==> config.mk <==
export PLATFORM = sky130hd
export DESIGN_NAME = fir_decim_buf
export DESIGN_NICKNAME = d
export VERILOG_FILES = /design/src/rtl/fir_pkg.sv /design/src/rtl/fir_sync_fifo.sv /design/src/rtl/fir_decim_buf.sv
export SDC_FILE = /design/constraint.sdc
export NUM_CORES = 1
export LEC_CHECK = 0
export CORE_ASPECT_RATIO = 0.5
export CORE_MARGIN = 3
export CORE_UTILIZATION = 60
export DETAILED_ROUTE_END_ITERATION = 8
export PLACE_DENSITY_LB_ADDON = 0.08
export SYNTH_ARGS = -nofsm -noshare
export SYNTH_HDL_FRONTEND = slang
export SYNTH_SLANG_ARGS = --single-unit
==> constraint.sdc <==
create_clock -name clk -period 4.47 [get_ports clk]
set_input_delay 1.1175 -clock clk [delete_from_list [all_inputs] [get_ports clk]]
set_output_delay 1.1175 -clock clk [all_outputs]
set_load 0.03 [all_outputs]
==> src/rtl/fir_pkg.sv <==
// Shared defaults and width constants for the FIR decimating output buffer.
package fir_pkg;

    localparam int IN_W_DEF  = 19;
    localparam int OUT_W_DEF = 16;
    localparam int DECIM_DEF = 2;
    localparam int DEPTH_DEF = 8;

    // Rounding drops RND_SHIFT_DEF LSBs; the sum is formed one bit wider than the input.
    localparam int RND_SHIFT_DEF = IN_W_DEF - OUT_W_DEF;
    localparam int SUM_W_DEF     = IN_W_DEF + 1;

    function automatic int cnt_width(input int n);
        return (n > 1) ? $clog2(n) : 1;
    endfunction

endpackage

==> src/rtl/fir_sync_fifo.sv <==
// Show-ahead synchronous FIFO with occupancy count; a write while full is accepted only alongside a pop.
module fir_sync_fifo #(
    parameter int WIDTH = 16,
    parameter int DEPTH = 8
) (
    input  logic                     clk,
    input  logic                     rst,
    input  logic                     wr_en_i,
    input  logic [WIDTH-1:0]         wr_data_i,
    input  logic                     rd_en_i,
    output logic [WIDTH-1:0]         rd_data_o,
    output logic                     empty_o,
    output logic                     full_o,
    output logic [$clog2(DEPTH):0]   level_o
);

    localparam int AW = $clog2(DEPTH);

    logic [AW-1:0]    wr_ptr_q, wr_ptr_d;
    logic [AW-1:0]    rd_ptr_q, rd_ptr_d;
    logic [AW:0]      level_q, level_d;
    logic [WIDTH-1:0] mem_q [DEPTH];
    logic             do_wr, do_rd;

    assign empty_o   = (level_q == '0);
    assign full_o    = (level_q == (AW+1)'(DEPTH));
    assign level_o   = level_q;
    assign rd_data_o = empty_o ? '0 : mem_q[rd_ptr_q];

    assign do_rd = rd_en_i & ~empty_o;
    assign do_wr = wr_en_i & (~full_o | do_rd);

    // Pointers wrap naturally because DEPTH is a power of two.
    always_comb begin
        wr_ptr_d = wr_ptr_q;
        rd_ptr_d = rd_ptr_q;
        level_d  = level_q;
        if (do_wr) wr_ptr_d = wr_ptr_q + AW'(1);
        if (do_rd) rd_ptr_d = rd_ptr_q + AW'(1);
        case ({do_wr, do_rd})
            2'b10:   level_d = level_q + (AW+1)'(1);
            2'b01:   level_d = level_q - (AW+1)'(1);
            default: level_d = level_q;
        endcase
    end

    always_ff @(posedge clk or posedge rst) begin
        if (rst) begin
            wr_ptr_q <= '0;
            rd_ptr_q <= '0;
            level_q  <= '0;
        end else begin
            wr_ptr_q <= wr_ptr_d;
            rd_ptr_q <= rd_ptr_d;
            level_q  <= level_d;
        end
    end

    always_ff @(posedge clk) begin
        if (do_wr) mem_q[wr_ptr_q] <= wr_data_i;
    end

endmodule

==> src/rtl/fir_decim_buf.sv <==
// Decimates the FIR output stream, rounds/saturates kept samples to OUT_W bits and buffers them for a ready/valid consumer.
module fir_decim_buf
    import fir_pkg::*;
#(
    parameter int IN_W  = IN_W_DEF,
    parameter int OUT_W = OUT_W_DEF,
    parameter int DECIM = DECIM_DEF,
    parameter int DEPTH = DEPTH_DEF
) (
    input  logic                   clk,
    input  logic                   rst,
    input  logic [IN_W-1:0]        in_data,
    input  logic                   in_valid,
    output logic [OUT_W-1:0]       out_data,
    output logic                   out_valid,
    input  logic                   out_ready,
    output logic [$clog2(DEPTH):0] level,
    output logic                   overflow
);

    localparam int SHIFT = IN_W - OUT_W;
    localparam int SUM_W = IN_W + 1;
    localparam int PH_W  = cnt_width(DECIM);

    localparam logic [SUM_W-1:0] RND_ADD = SUM_W'(1 << SHIFT) >> 1;
    localparam logic [SUM_W-1:0] SAT_MAX = {{(SUM_W-OUT_W){1'b0}}, {OUT_W{1'b1}}};
    localparam logic [PH_W-1:0]  PH_LAST = PH_W'(DECIM - 1);

    function automatic logic [OUT_W-1:0] round_sat(input logic [IN_W-1:0] x);
        logic [SUM_W-1:0] sum;
        sum = ({1'b0, x} + RND_ADD) >> SHIFT;
        if (sum > SAT_MAX) return '1;
        return sum[OUT_W-1:0];
    endfunction

    logic [PH_W-1:0]  phase_q, phase_d;
    logic             overflow_q, overflow_d;
    logic             keep, full, empty;
    logic [OUT_W-1:0] conv_data;

    assign keep      = in_valid && (phase_q == '0);
    assign conv_data = round_sat(in_data);

    // Gap cycles hold the phase so decimation counts samples, not clocks.
    always_comb begin
        phase_d = phase_q;
        if (in_valid) phase_d = (phase_q == PH_LAST) ? '0 : phase_q + PH_W'(1);
    end

    // When full, out_valid is high, so out_ready alone decides whether a pop frees a slot.
    assign overflow_d = overflow_q | (keep & full & ~out_ready);

    always_ff @(posedge clk or posedge rst) begin
        if (rst) begin
            phase_q    <= '0;
            overflow_q <= 1'b0;
        end else begin
            phase_q    <= phase_d;
            overflow_q <= overflow_d;
        end
    end

    fir_sync_fifo #(
        .WIDTH (OUT_W),
        .DEPTH (DEPTH)
    ) u_fifo (
        .clk       (clk),
        .rst       (rst),
        .wr_en_i   (keep),
        .wr_data_i (conv_data),
        .rd_en_i   (out_ready),
        .rd_data_o (out_data),
        .empty_o   (empty),
        .full_o    (full),
        .level_o   (level)
    );

    assign out_valid = ~empty;
    assign overflow  = overflow_q;

endmodule

==> metrics.md, run 1 <==
| Metric | Value |
|---|---|
| Status | finished clean |
| DP Cell Count | 515 |
| Die width | 147 um |
| Internal power | 3.46 mW |
| Drt first pass iters | 4 |
| Worst Path Arrival | 2.74 ns |
| CTS Buf Count | 17 |
| Pwr Total | 5.11 mW |
| Post-DP Area | 6620 um2 |
| Sw frac | 32.2% |
| CTS-repair resized insts | 0 |
| Combinational power share | 34.9% |
| Initial antenna violation count | 0 |
| Worst skew pair latency | 0.42 ns |
| WL/cell | 22.8 um |
| Synth Cell Area | 6000 um2 |
| Final hold slack | 0.470 ns |
| Share of layout cells above drive strength 1 | 22.1% |
| Number of enable flip-flop cells after synthesis | 128 |
| DR vias/cell | 6.03 |
| Syn Area/Cell | 17.8 um2 |
| Most frequent cell after synthesis | edfxtp_1 |
| Post-CTS Setup Inserts | 0 |
| Yosys warning total | 0 |
| Worst EP required | 3.35 ns |
| ANT nets after route | 0 |
| Max frequency | 259 MHz |
| VDD IR max | 0.344 mV |
| Worst min path class | reg -> reg |
| Final setup viols | 0 |
| Via count | 3293 |
| Vias in the first global route | 3574 |
| Initial Util | 62.7% |
| Post-Synthesis Cells | 337 |
| Slew Limit Fails | 0 |
| Sequential area share after synthesis | 69.1% |
| Clock skew | 0.00735 ns |
| Post-synth top area share | 64.1% |
| H-tree Lvls | 4 |
| Main area contributors after synthesis | edfxtp_1 (64%), mux4_2 (12%), dfrtp_1 (5.0%) |
| Clk sink count | 140 |
| Hold-fix buffers at CTS | 0 |
| Crit start category | flop |
| Final Util | 76.1% |
| Setup TNS | 0 ns |
| Placer Congestion | 0.836 |
| IO buf count | 42 |
| Core Rows | 25 |
| CP Class | reg -> out |
| Tcrit/Tclk final | 86.3% |
| Fin cells | 546 |
| Clock share of power | 31.1% |
| FF+latch count, synth | 140 |
| Least-Margin Pin Slew | 0.610 ns |
| Clock transition at the registers of the reported paths | 0.06 ns |
| CTS max path bufs | 2 |
| Synth async-reset ratio | 8.57% |
| Die Area | 11300 um2 |
| Critical path capture point type | output port |
| Primary FF master, synth | edfxtp_1 |
| Pre-CTS setup slack | 0.994 ns |
| Hpwl dp | 7270 um |
| RSZ-0062 raised after global routing | no |
| PnR worst setup slack | 0.613 ns |
| First DRT Iteration DRCs | 243 |
| P&R area growth vs syn | 21.4% |
| Most instantiated cells after synthesis | edfxtp_1 (128), mux4_2 (32), nor2_1 (24) |
| Sequential share of power | 34.0% |
| Psw | 1.65 mW |
| GRT overflow | 0 |
| Synth unique cells | 47 |
| Crit path time final | 3.86 ns |
| First-pass GRT wire length | 19900 um |
| Core area | 9570 um2 |
| Crit-path max FO | 12 |
| Final instance area | 7280 um2 |
| Clk root buf | clkbuf_16 |
| Final nets | 429 |
| Rel. slew slack | 59.1% |
| Hold Fails Final Rpt | 0 |
| Routed WL | 12400 um |
| CTS tree | built |
| Leak | 2.51 nW |
| Max-Cap Viols | 0 |
| Syn nets | 367 |
| Gr usage total | 24.3% |
| DRC violations left | 0 |
| Biggest area consumer among synthesized cells | edfxtp_1 |
| Diode count | 0 |
| Largest net degree at the start of global routing | 35 |
| Ports | 45 |
| Die Y | 76.7 um |
| Pwr/cell area | 702 nW/um2 |
-- path summary, 6_finish.rpt --
path | slack (ns) | endpoint | depth (start not counted) | from
max in group asynchronous | 3.09 | u_fifo.rd_ptr_q[0]$_DFFE_PP0P_ | 2 | rst
min in group asynchronous | 1.02 | overflow$_DFF_PP0_ | 2 | rst
setup / recovery | 0.61 | out_data[9] | 5 | u_fifo.rd_ptr_q[0]$_DFFE_PP0P_
hold reg to reg | 0.47 | phase_q$_DFFE_PP0P_ | 1 | phase_q$_DFFE_PP0P_
hold / removal | 0.47 | phase_q$_DFFE_PP0P_ | 1 | phase_q$_DFFE_PP0P_
setup reg to reg | 1.96 | u_fifo.level_o[3]$_DFFE_PP0P_ | 9 | u_fifo.level_o[0]$_DFFE_PP0P_
-- per-layer routing --
metal,up-vias,share of wire (%),wire length [um],GRT usage [%]
li1,1448,-,-,-
met1,1699,42,5230,32.4
met2,122,50,6240,38.7
met3,24,6.2,770,8.62
met4,0,1.5,183,6.78
met5,-,0,0,0
-- registers in the layout, summed over array words and instances (netlist names) --
signal / flops
u_fifo.mem_q: 128
u_fifo.level_o: 4
u_fifo.rd_ptr_q: 3
u_fifo.wr_ptr_q: 3
overflow: 1
phase_q: 1
-- kinds of logic after synthesis --
family | synth area share, %
mux | 15.5
xor+xnor | 2.04
compound gates | 2.29
fa+ha+maj | 1.59
flops | 69.1
buf+inv | 2.15
simple gates | 7.34
-- placed cells by master, fill, tap and decap left out, types with 2 or more instances in the layout --
cell             synthesis  final
edfxtp_1               128    128
clkdlybuf4s50_1          0     42
mux4_2                  32     32
nor2_1                  24     24
nand2_1                 20     20
clkbuf_16                0     17
mux2i_1                 16     16
buf_4                    3     14
inv_1                   11     11
dfrtp_1                 12     11
xnor2_1                  8      8
nand3_1                  7      7
xor2_1                   6      6
ha_1                     6      6
bufinv_16                0      6
o21ai_0                  5      5
nand2b_1                 5      5
nor3_1                   5      3
and3_1                   3      3
a31oi_1                  3      3
clkinvlp_4               0      3
inv_6                    0      3
mux2_1                   2      2
and4_1                   2      2
a21oi_1                  2      2
o21ai_1                  2      2
nor3_2                   0      2
or3_1                    2      2
o211ai_1                 2      2
-- worst max-delay path, cell delays in order, from the launching register on --
cell and delay (ns):
dfrtp_2 0.59, buf_4 0.35, mux4_2 0.55, mux2i_1 0.16, nor2_1 0.06, clkdlybuf4s50_1 0.60
-- final cells by class --
cell class | count | area (um2)
flip-flops and latches | 140 | 4150
fillers | 568 | 2290
multi-input cells | 173 | 1740
repair buffers | 56 | 526
clock buffers | 17 | 425
clock inverters | 14 | 241
well taps | 135 | 169
inverters | 11 | 41.3
-- power groups by stage --
stage	registers [mW]	logic, mW	clock network [mW]
final	1.74	1.79	1.59
after global routing	1.76	1.92	1.66
after CTS	1.74	1.81	1.60
after detailed placement	1.76	1.80	0
after global placement	1.75	1.75	0
after floorplan	1.76	1.22	0
Note: power is estimated with default switching activity, not from simulation.
==> run 2, diff against run 1 <==
--- a/config.mk
+++ b/config.mk
@@ -5,9 +5,11 @@
 export SDC_FILE = /design/constraint.sdc
 export NUM_CORES = 1
 export LEC_CHECK = 0
+export CAP_MARGIN = 20
 export CORE_ASPECT_RATIO = 0.5
 export CORE_MARGIN = 3
 export CORE_UTILIZATION = 60
+export CTS_CLUSTER_SIZE = 8
 export DETAILED_ROUTE_END_ITERATION = 8
 export PLACE_DENSITY_LB_ADDON = 0.08
 export SYNTH_ARGS = -nofsm -noshare
==> results of run 2 <==
No change in the layout: final DEF, timing and power equal those of run 1.
==> run 3, diff against run 2 <==
--- a/config.mk
+++ b/config.mk
@@ -8,10 +8,11 @@
 export CAP_MARGIN = 20
 export CORE_ASPECT_RATIO = 0.5
 export CORE_MARGIN = 3
-export CORE_UTILIZATION = 60
+export CORE_UTILIZATION = 45
 export CTS_CLUSTER_SIZE = 8
 export DETAILED_ROUTE_END_ITERATION = 8
 export PLACE_DENSITY_LB_ADDON = 0.08
 export SYNTH_ARGS = -nofsm -noshare
 export SYNTH_HDL_FRONTEND = slang
+export SYNTH_HIERARCHICAL = 1
 export SYNTH_SLANG_ARGS = --single-unit
==> run 3 against run 2 <==
Effect of this change: flip-flop and latch count unchanged; global-route usage is 5.9 points lower; total power is 2.7% lower; synthesized cell count up 2.4%; design area is 0.41% higher; hold slack about the same; non-clock buffer count stayed put; via count fell by 2.2%; routed wire length rose by 2.5%; sequential power is essentially flat; clock skew hardly changed; die area up 32%; largest power group unchanged; highest routed layer unchanged.
==> metrics.md, run 3 <==
| Metric | Value |
|---|---|
| Worst skew pair latency | 0.40 ns (-0.02 ns) |
| WL/cell | 21.6 um (-5.0%) |
| Setup TNS | 0 ns (unchanged) |
| CTS tree | built |
| Pre-CTS setup slack | 0.907 ns (-0.0866 ns) |
| CP cell instances | buf_4 -> mux4_2 -> mux2i_1 -> nor2_1 -> clkdlybuf4s50_1 |
| H-tree Lvls | 4 (unchanged) |
| Synth Cell Area | 6050 um2 (+0.88%) |
| Die width | 170 um (+15%) |
| Clk sink count | 140 (unchanged) |
| ANT nets after route | 0 (unchanged) |
| Final hold slack | 0.469 ns (-0.000209 ns) |
| Ports | 45 (unchanged) |
| # fillers | 1008 (+77%) |
| Crit start category | flop |
| First-pass GRT wire length | 19600 um (-1.4%) |
| Leak | 2.50 nW (-0.18%) |
| Pwr Total | 4.97 mW (-2.7%) |
| Max FFs per register | 128 (unchanged) |
| Pwr/cell area | 680 nW/um2 (-3.1%) |
| Primary FF master, synth | edfxtp_1 |
| Clk root buf | clkbuf_16 |
| Share of layout cells above drive strength 1 | 22.4% (+0.29 points) |
| IO buf count | 42 (unchanged) |
| GRT overflow | 0 (unchanged) |
| Die Area | 15000 um2 (+32%) |
| Top Family by Delay on Critical Path | buffers and inverters |
| Multi-input logic area | 1780 um2 (+2.4%) |
| Gr usage total | 18.4% (-5.9 points) |
| Hold-fix buffers at CTS | 0 (unchanged) |
| Clock skew | 0.00703 ns (-0.000320 ns) |
| CP Class | reg -> out |
| CP startpoint | u_fifo/rd_ptr_q[0]$_DFFE_PP0N_ |
| HP Start | phase_q$_DFFE_PP0P_ |
| Tcrit/Tclk final | 87.6% (+1.3 points) |
| Clock transition at the registers of the reported paths | 0.06 ns (about the same) |
| Cell count of the worst reg-to-reg path | 9 (unchanged) |
| Terminus of the critical flop-to-flop path | u_fifo/level_o[3]$_DFFE_PP0P_ |
| Yosys warning total | 6 (+6) |
| Commonest non-fill, non-tap cell in the layout | edfxtp_1 |
| CTS Buf Count | 17 (unchanged) |
| Final nets | 435 (+1.4%) |
| Largest net degree at the start of global routing | 35 (unchanged) |
| Number of enable flip-flop cells after synthesis | 128 (unchanged) |
| Main area contributors after synthesis | edfxtp_1 (64%), mux4_2 (12%), dfrtp_1 (5.0%) |
| Drt first pass iters | 4 (unchanged) |
| Syn nets | 374 (+1.9%) |
| Max frequency | 255 MHz (-1.5%) |
| Initial Util | 46.8% (-16 points) |
| Post-CTS Setup Inserts | 0 (unchanged) |
| Sequential standard cell area | 4150 um2 (unchanged) |
| Initial antenna violation count | 0 (unchanged) |
| Syn Area/Cell | 17.5 um2 (-1.5%) |
| Diode count | 0 (unchanged) |
| Hold Fails Final Rpt | 0 (unchanged) |
| Worst EP required | 3.35 ns (about the same) |
| Worst reg2reg startpoint | u_fifo/level_o[0]$_DFFE_PP0P_ |
| Worst Path Arrival | 2.80 ns (+0.06 ns) |
| Levels on crit path | 5 (unchanged) |
| Crit-path max FO | 14 (+2) |
| Hold path cells | 1 (unchanged) |
| Crit path time final | 3.92 ns (+0.0597 ns) |
| Buf+Inv Stages, Crit Path | 2 (unchanged) |
| Crit-path max cell delay | 0.64 ns (+0.04 ns) |
| R2R Setup Slk | 1.73 ns (-0.23 ns) |
| Vias in the first global route | 3377 (-5.5%) |
| Synth unique cells | 44 (-6.4%) |
| DR vias/cell | 5.47 (-9.4%) |
| Most frequent cell after synthesis | edfxtp_1 |
| First DRT Iteration DRCs | 210 (-14%) |
| Slew Limit Fails | 0 (unchanged) |
| Status | finished clean |
| Hold path endpoint | phase_q$_DFFE_PP0P_ |
| RSZ-0062 raised after global routing | no |
| Via count | 3219 (-2.2%) |
| Core area | 12900 um2 (+35%) |
| Routed WL | 12700 um (+2.5%) |
| Post-Synthesis Cells | 345 (+2.4%) |
| Critical path capture point type | output port |
| Core Rows | 29 (+16%) |
| Max-Cap Viols | 0 (unchanged) |
| Hpwl dp | 7550 um (+3.9%) |
| Rel. slew slack | 64.7% (+5.6 points) |
| Post-synth top area share | 63.5% (-0.56 points) |
| Top reg by flops | u_fifo/mem_q |
| Synth async-reset ratio | 8.57% (unchanged) |
| Slowest-stage cell, CP | dfrtp_2 |
| CTS max path bufs | 2 (unchanged) |
| P&R area growth vs syn | 20.9% |
| Worst min path class | reg -> reg |
| CTS-repair resized insts | 0 (unchanged) |
| Placer Congestion | 0.754 (-9.7%) |
| Final setup viols | 0 (unchanged) |
| VDD IR max | 0.295 mV (-14%) |
| Commonest cells after routing, fill and taps aside | edfxtp_1 (128), clkdlybuf4s50_1 (42), mux4_2 (32) |
| PnR worst setup slack | 0.554 ns (-0.0597 ns) |
| FF+latch count, synth | 140 (unchanged) |
| Least-Margin Pin Slew | 0.529 ns (-0.0812 ns) |
| DRC violations left | 0 (unchanged) |
| Biggest area consumer among synthesized cells | edfxtp_1 |
| Sequential area share after synthesis | 68.5% (-0.60 points) |
| Most instantiated cells after synthesis | edfxtp_1 (128), mux4_2 (32), nor2_1 (29) |
| Die Y | 88.0 um (+15%) |
==> run 3: cell count changes in the layout (fill, tap and decap cells not counted), sizes merged, moves of 3 or more <==
cell    change
nand4       +4
bufinv      -3
o21a        +3
nand3       -4
nand2       +7
xnor2       +8
nor2        +5
and3        -3
o21ai       -4
a31oi       -3
==> run 3: metrics by stage <==
step	utilization [%]	instances	area, um2
final	56.6	589	7310
after global routing	56.6	589	7310
after CTS	56.6	589	7310
after detailed placement	51.9	557	6700
after global placement	51.9	557	6700
after floorplan	-	345	6050
==> run 3: power by group <==
| part | total (mW) | internal (mW) | switching (mW) |
|---|---|---|---|
| registers | 1.72 | 1.61 | 0.111 |
| logic | 1.80 | 0.813 | 0.991 |
| clock network | 1.45 | 0.887 | 0.558 |
==> run 3: routing by layer <==
metal  part of all wire, %  routed length (um)  track usage (%)
met3                   5.2                 665             4.42
met2                    48                6120             29.2
met1                    46                5840             25.4
met5                     0                   0                0
met4                  0.91                 116             6.40
==> run 3: worst max-delay path by stage <==
stage / to / slack (ns)
2_1_floorplan: u_fifo/mem_q[0][0]$_DFFE_PP_ / 0.97
3_3_place_gp: out_data[7] / 0.94
3_5_place_dp: out_data[1] / 0.91
4_1_cts: out_data[1] / 0.45
5_1_grt: out_data[7] / 0.34
6_report: out_data[1] / 0.55
==> run 3: kinds of logic after synthesis <==
group                    after synthesis  share of synthesized area (%)
AO/OA/AOI/OAI                         13                           1.92
XOR/XNOR                              21                           3.04
adder cells (fa/ha/maj)                6                           1.36
buffers and inverters                 25                           2.32
flip-flops                           140                           68.5
multiplexers                          51                           15.2
AND/OR/NAND/NOR                       89                           7.71
==> run 3: layout make-up <==
class	count	share of cell area, %
Inverter	11	0.565
Timing Repair Buffer	56	7.19
Clock buffer	17	5.82
Tap cell	170	2.91
Sequential cell	140	56.7
Multi-Input combinational cell	180	24.3
Clock inverter	15	2.55
